## config.mk

```make
export PLATFORM = sky130hd
export DESIGN_NAME = fifo_burst_drain
export DESIGN_NICKNAME = d
export VERILOG_FILES = /design/src/rtl/fifo_drain_pkg.sv /design/src/rtl/handshake_reg_slice.sv /design/src/rtl/fifo_burst_drain.sv
export SDC_FILE = /design/constraint.sdc
export NUM_CORES = 1
export LEC_CHECK = 0
export BUFFER_PORTS_ARGS = -buffer_cell sky130_fd_sc_hd__buf_2
export CAP_MARGIN = 20
export CORE_ASPECT_RATIO = 1.25
export CORE_MARGIN = 3
export CORE_UTILIZATION = 53
export CTS_CLUSTER_SIZE = 8
export DETAILED_ROUTE_END_ITERATION = 8
export HOLD_SLACK_MARGIN = 0.08
export PLACE_DENSITY_LB_ADDON = 0.25
export SYNTH_ARGS = -nofsm -noshare
export SYNTH_HDL_FRONTEND = slang
export SYNTH_SLANG_ARGS = --single-unit
```

## constraint.sdc

```tcl
create_clock -name clk -period 2.36 [get_ports clk]
set_input_delay 0.472 -clock clk [delete_from_list [all_inputs] [get_ports clk]]
set_output_delay 0.472 -clock clk [all_outputs]
set_load 0.01 [all_outputs]
```

## src/rtl/fifo_drain_pkg.sv

```systemverilog
// Shared types and helpers for the FIFO burst drain engine.
package fifo_drain_pkg;

  // Burst engine control states
  typedef enum logic [1:0] {
    IDLE = 2'd0,
    XFER = 2'd1,
    DONE = 2'd2
  } state_t;

  // Bit positions inside the two-bit completion status
  localparam int STAT_CORR   = 0;
  localparam int STAT_UNCORR = 1;
  localparam int STAT_W      = 2;

  // Sticky accumulation of the per-word ECC flags into the burst status
  function automatic logic [STAT_W-1:0] acc_status(
    input logic [STAT_W-1:0] cur,
    input logic              corr,
    input logic              det
  );
    logic [STAT_W-1:0] res;
    res              = cur;
    res[STAT_CORR]   = cur[STAT_CORR]   | corr;
    res[STAT_UNCORR] = cur[STAT_UNCORR] | det;
    return res;
  endfunction

endpackage

```

## src/rtl/handshake_reg_slice.sv

```systemverilog
// Single-entry REQ/ACK register stage. The upstream side loads a word only
// when o_ready is high; the word is held stable until the downstream ACK.
module handshake_reg_slice #(
  parameter int W = 64
) (
  input  logic         clk,
  input  logic         async_rst_n,
  input  logic         clk_en,
  input  logic         i_load,
  input  logic [W-1:0] i_data,
  input  logic         i_ack,
  output logic         o_valid,
  output logic [W-1:0] o_data,
  output logic         o_ready
);

  logic         r_valid;
  logic [W-1:0] r_data;

  // Slot occupancy and payload; a load in the same cycle as an ACK refills
  // the slot so the valid bit never drops between back-to-back words.
  always_ff @(posedge clk or negedge async_rst_n) begin
    if (!async_rst_n) begin
      r_valid <= 1'b0;
      r_data  <= '0;
    end else if (clk_en) begin
      if (i_load) begin
        r_valid <= 1'b1;
        r_data  <= i_data;
      end else if (r_valid && i_ack) begin
        r_valid <= 1'b0;
      end
    end
  end

  assign o_valid = r_valid;
  assign o_data  = r_data;
  assign o_ready = !r_valid || i_ack;

endmodule

```

## src/rtl/fifo_burst_drain.sv

```systemverilog
// Burst drain engine: accepts {base, length}, pops that many words from a
// first-word-fall-through FIFO and writes each one to an addressed memory
// port, then reports word count and sticky ECC status on a completion port.
module fifo_burst_drain
  import fifo_drain_pkg::*;
#(
  parameter int WIDTH       = 32,
  parameter int ADDR_W      = 32,
  parameter int LEN_W       = 16,
  parameter int ADDR_STRIDE = 4
) (
  input  logic              clk,
  input  logic              async_rst_n,
  input  logic              clk_en,
  // command port
  input  logic              CmdREQ,
  output logic              CmdACK,
  input  logic [ADDR_W-1:0] CmdAddr,
  input  logic [LEN_W-1:0]  CmdLen,
  // FIFO read port
  input  logic              FifoREQ,
  output logic              FifoACK,
  input  logic [WIDTH-1:0]  FifoData,
  input  logic              FifoCorrectedECC,
  input  logic              FifoDetectedECC,
  // memory write port
  output logic              MemREQ,
  input  logic              MemACK,
  output logic [ADDR_W-1:0] MemAddr,
  output logic [WIDTH-1:0]  MemData,
  // completion port
  output logic              DoneREQ,
  input  logic              DoneACK,
  output logic [LEN_W-1:0]  DoneCount,
  output logic [STAT_W-1:0] DoneStatus
);

  localparam int SLOT_W = ADDR_W + WIDTH;

  state_t              r_state;
  state_t              w_state_nxt;
  logic [ADDR_W-1:0]   r_addr;
  logic [LEN_W-1:0]    r_remaining;
  logic [LEN_W-1:0]    r_count;
  logic [STAT_W-1:0]   r_status;

  logic                w_cmd_xfer;
  logic                w_fifo_xfer;
  logic                w_mem_xfer;
  logic                w_done_xfer;
  logic                w_slot_valid;
  logic                w_slot_ready;
  logic [SLOT_W-1:0]   w_slot_data;
  logic                w_cmd_ack;
  logic                w_fifo_ack;
  logic                w_done_req;

  // Handshake completions; FifoACK already carries clk_en.
  assign w_cmd_xfer  = CmdREQ && w_cmd_ack && clk_en;
  assign w_fifo_xfer = FifoREQ && w_fifo_ack;
  assign w_mem_xfer  = w_slot_valid && MemACK && clk_en;
  assign w_done_xfer = w_done_req && DoneACK && clk_en;

  // Next-state and handshake outputs of the burst controller
  always_comb begin
    w_state_nxt = r_state;
    w_cmd_ack   = 1'b0;
    w_fifo_ack  = 1'b0;
    w_done_req  = 1'b0;
    case (r_state)
      IDLE: begin
        w_cmd_ack = 1'b1;
        if (w_cmd_xfer) begin
          w_state_nxt = (CmdLen == '0) ? DONE : XFER;
        end
      end
      XFER: begin
        // Pop only into a slot that is empty or draining this cycle.
        w_fifo_ack = clk_en && (r_remaining != '0) && w_slot_ready;
        // Last word has left the slot and nothing is left to fetch.
        if (w_mem_xfer && (r_remaining == '0)) begin
          w_state_nxt = DONE;
        end
      end
      DONE: begin
        w_done_req = 1'b1;
        if (w_done_xfer) begin
          w_state_nxt = IDLE;
        end
      end
      default: begin
        w_state_nxt = IDLE;
      end
    endcase
  end

  // Controller state register
  always_ff @(posedge clk or negedge async_rst_n) begin
    if (!async_rst_n) begin
      r_state <= IDLE;
    end else if (clk_en) begin
      r_state <= w_state_nxt;
    end
  end

  // Fetch side: address pointer, words left to pop and sticky ECC status
  always_ff @(posedge clk or negedge async_rst_n) begin
    if (!async_rst_n) begin
      r_addr      <= '0;
      r_remaining <= '0;
      r_status    <= '0;
    end else if (clk_en) begin
      if (w_cmd_xfer) begin
        r_addr      <= CmdAddr;
        r_remaining <= CmdLen;
        r_status    <= '0;
      end else if (w_fifo_xfer) begin
        // Address wraps silently at 2^ADDR_W.
        r_addr      <= r_addr + ADDR_W'(ADDR_STRIDE);
        r_remaining <= r_remaining - LEN_W'(1);
        r_status    <= acc_status(r_status, FifoCorrectedECC, FifoDetectedECC);
      end
    end
  end

  // Write side: count of words accepted by memory
  always_ff @(posedge clk or negedge async_rst_n) begin
    if (!async_rst_n) begin
      r_count <= '0;
    end else if (clk_en) begin
      if (w_cmd_xfer) begin
        r_count <= '0;
      end else if (w_mem_xfer) begin
        r_count <= r_count + LEN_W'(1);
      end
    end
  end

  // Output slot carrying {address, data} toward the memory port
  handshake_reg_slice #(
    .W (SLOT_W)
  ) u_slot (
    .clk         (clk),
    .async_rst_n (async_rst_n),
    .clk_en      (clk_en),
    .i_load      (w_fifo_xfer),
    .i_data      ({r_addr, FifoData}),
    .i_ack       (MemACK),
    .o_valid     (w_slot_valid),
    .o_data      (w_slot_data),
    .o_ready     (w_slot_ready)
  );

  assign CmdACK     = w_cmd_ack;
  assign FifoACK    = w_fifo_ack;
  assign MemREQ     = w_slot_valid;
  assign MemAddr    = w_slot_data[SLOT_W-1:WIDTH];
  assign MemData    = w_slot_data[WIDTH-1:0];
  assign DoneREQ    = w_done_req;
  assign DoneCount  = r_count;
  assign DoneStatus = r_status;

endmodule
```

==> results.md <==
- Status: finished clean
- Pint: 6.20 mW
- Core area: 11700 µm²
- Syn_nets: 805
- Power density cells: 1210 nW/µm²
- RSZ-0062 raised after global routing: false
- Slew of the pin with the lowest slew margin: 574 ps
- Vias in the first global route: 6010
- Startpoint Class: register
- Buffers added on ports: 174
- Clk buf depth: 2
- HPWL Detailed: 12400 µm
- CTS root buffer: clkbuf_16
- Dpl cell area: 7620 µm²
- Fin. Hold Viols: 0
- Tot Pwr: 9.98 mW
- # DRC: 0
- Initial DRC count: 408
- Placed cell count: 1039
- Setup TNS: 0 ps
- Netlist cell types: 51
- # setup viols final: 0
- Grt ovf: 0
- H-tree depth: 4
- Total track usage: 26.2%
- Via count: 6085
- Synthesis-stage register bit count: 133
- Die Wd: 104 µm
- Non-filler cells, final: 1072
- First-pass GRT wire length: 28500 µm
- Crit path cell chain: nor4_2, and2_1, buf_4, a21oi_1, buf_2
- Flop pwr share: 41.0%
- Switching Fraction: 37.8%
- Max incr delay on CP: 420 ps
- P_sw: 3.78 mW
- Worst path arrival time: 1810 ps
- Max-Cap Viols: 0
- Diode count: 0
- Clock skew: 7.43 ps
- Pin count of the biggest net entering global routing: 74
- CTS tree: built
- Final Hold Slack: 242 ps
- LEAKAGE: 4.07 nW
- Detailed-route wire length: 17500 µm
- Seq/Total Area, Yosys: 52.1%
- Vias/cell: 5.68
- Clock transition at path regs: 60 ps
- Minimum clock period: 2290 ps
- Fraction of registers with async set/reset: 100%
- Initial DRT Pass Iterations: 5
- Crit path capture type: primary output
- List of most frequent post-synthesis cells: nand2_1, dfrtp_1, nor2_1, o21ai_0, nand3_1
- Area Overhead vs Synth: 28.7%
- Drt wl/cell: 16.3 µm
- Largest vdd supply drop: 0.648 mV
- Mapped Avg Cell Area: 8.97 µm²
- Top cells by area, synth: dfrtp_1, nand2_1, nor2_1
- Share of layout cells above drive strength 1: 28.0%
- Cell area after layout: 8220 µm²
- Clk pwr share: 26.2%
- CTS Sinks: 133
- Area share of the largest cell type after synthesis: 52.1%
- Crit share post-route: 96.9%
- Area leader, netlist: dfrtp_1
- Yosys Warn Count: 0
- Crit path max fanout: 9
- Initial antenna violation count: 0
- F_max: 437 MHz
- Post-synth EDFFs: 0
- Logic pwr share: 32.7%
- Post-DRT Antenna Nets: 0
- Layout Nets: 991
- Num rows: 44
- Cts bufs inserted: 17
- Clk_lat worst skew: 420 ps
- Top FF cell, synth: dfrtp_1
- Max-Slew Margin vs Limit: 60.8%
- Post-Synthesis Cells: 712
- Initial Utilization: 54.7%
- Synthesized area: 6390 µm²
- Die Y: 129 µm
- Io pins: 175
- GPL Wtd Cong: 0.872
- Count leader, synth: nand2_1
- Worst EP required: 1890 ps
- Worst min path class: primary input to register
- Max Slew Vio Count: 0
- Crit-path slowest cell: dfrtp_1
- CP Class: register to primary output
- Total die area: 13400 µm²
- Layout filler cell count: 940
sequential cells by signal, indices dropped and copies added (netlist names):
name	cells
r_remaining	16
u_slot.o_data	64
DoneCount	16
u_slot.o_valid	1
r_addr	32
r_state	2
DoneStatus	2
final cells by class:
class,count,area (µm²),area share (%)
clock buffers,18,429,5.22
clock inverters,14,153,1.86
inverters,14,52.6,0.639
multi-input cells,524,2860,34.8
flip-flops and latches,133,3330,40.5
well taps,161,201,2.45
repair buffers,208,1200,14.6
path summary, 6_finish.rpt:
| kind | depth (start not counted) | to | slack, ps | start |
|---|---|---|---|---|
| worst max-delay path | 5 | FifoACK | 70 | r_remaining[8] |
| worst min-delay path | 3 | u_slot.o_data[28] | 240 | FifoData[28] |
| worst max register to register | 5 | r_addr[31] | 100 | r_addr[7] |
| worst min register to register | 2 | u_slot.o_data[18] | 470 | u_slot.o_data[18] |
| max in group asynchronous | 3 | r_addr[30] | 1330 | async_rst_n |
| min in group asynchronous | 2 | u_slot.o_data[26] | 430 | async_rst_n |
metal layers:
layer	GRT usage, %	wire, µm	vias up
li1	-	-	2858
met1	32.2	7340	2972
met2	45.5	8900	221
met3	5.47	879	34
met4	10.5	345	0
met5	0	0	-
logic make-up after synthesis:
group | Yosys count | synth area share [%]
DFF | 133 | 52.1
and+or+nand+nor | 386 | 27.4
AOI/OAI and AO/OA | 102 | 11.4
xor gates and xnor gates | 17 | 2.33
muxes | 15 | 2.45
adders and majority gates | 4 | 0.784
buffers and inverters | 55 | 3.59
power by group through the flow:
stage               clock (mW)  sequential [mW]  combinational, mW
global placement             0             4.02               3.14
detailed placement           0             4.08               3.25
global route              2.75             4.21               3.64
CTS                       2.63             4.07               3.29
finish                    2.62             4.09               3.27
floorplan                    0             4.18               1.69
worst max-delay path: cells and delay by family, from the launching register on:
kind | cells | cell delay [ps]
buffers and inverters | 2 | 330
and+or+nand+nor | 2 | 570
AOI/OAI and AO/OA | 1 | 70
DFF | 1 | 420
stage by stage:
stage,util (%),setup WS [ps]
4_1_cts,70.4,49.8
2_1_floorplan,-,160
6_report,70.4,73.7
3_3_place_gp,65.3,154
3_5_place_dp,65.3,126
5_1_grt,70.4,11.2
placed cells by master, fill, tap and decap left out, types with 13 or more instances in the layout:
cell type and count:
a31oi_1 13, buf_2 173, buf_4 28, nand4_1 13, clkbuf_16 17, dfrtp_1 133, or4_1 14, nand2_1 232
nand3_1 20, inv_1 14, nor2_1 42, o21ai_0 26, or3_1 14
what timing repair did:
action                                  in CTS  in global routing
hold buffers                                 1                  0
endpoints found under the setup margin       1                  2
hold endpoints to repair                    10                  0
resized for setup                            1                  2
setup buffers                                0                  0
Power figures use the tool's default switching activity.
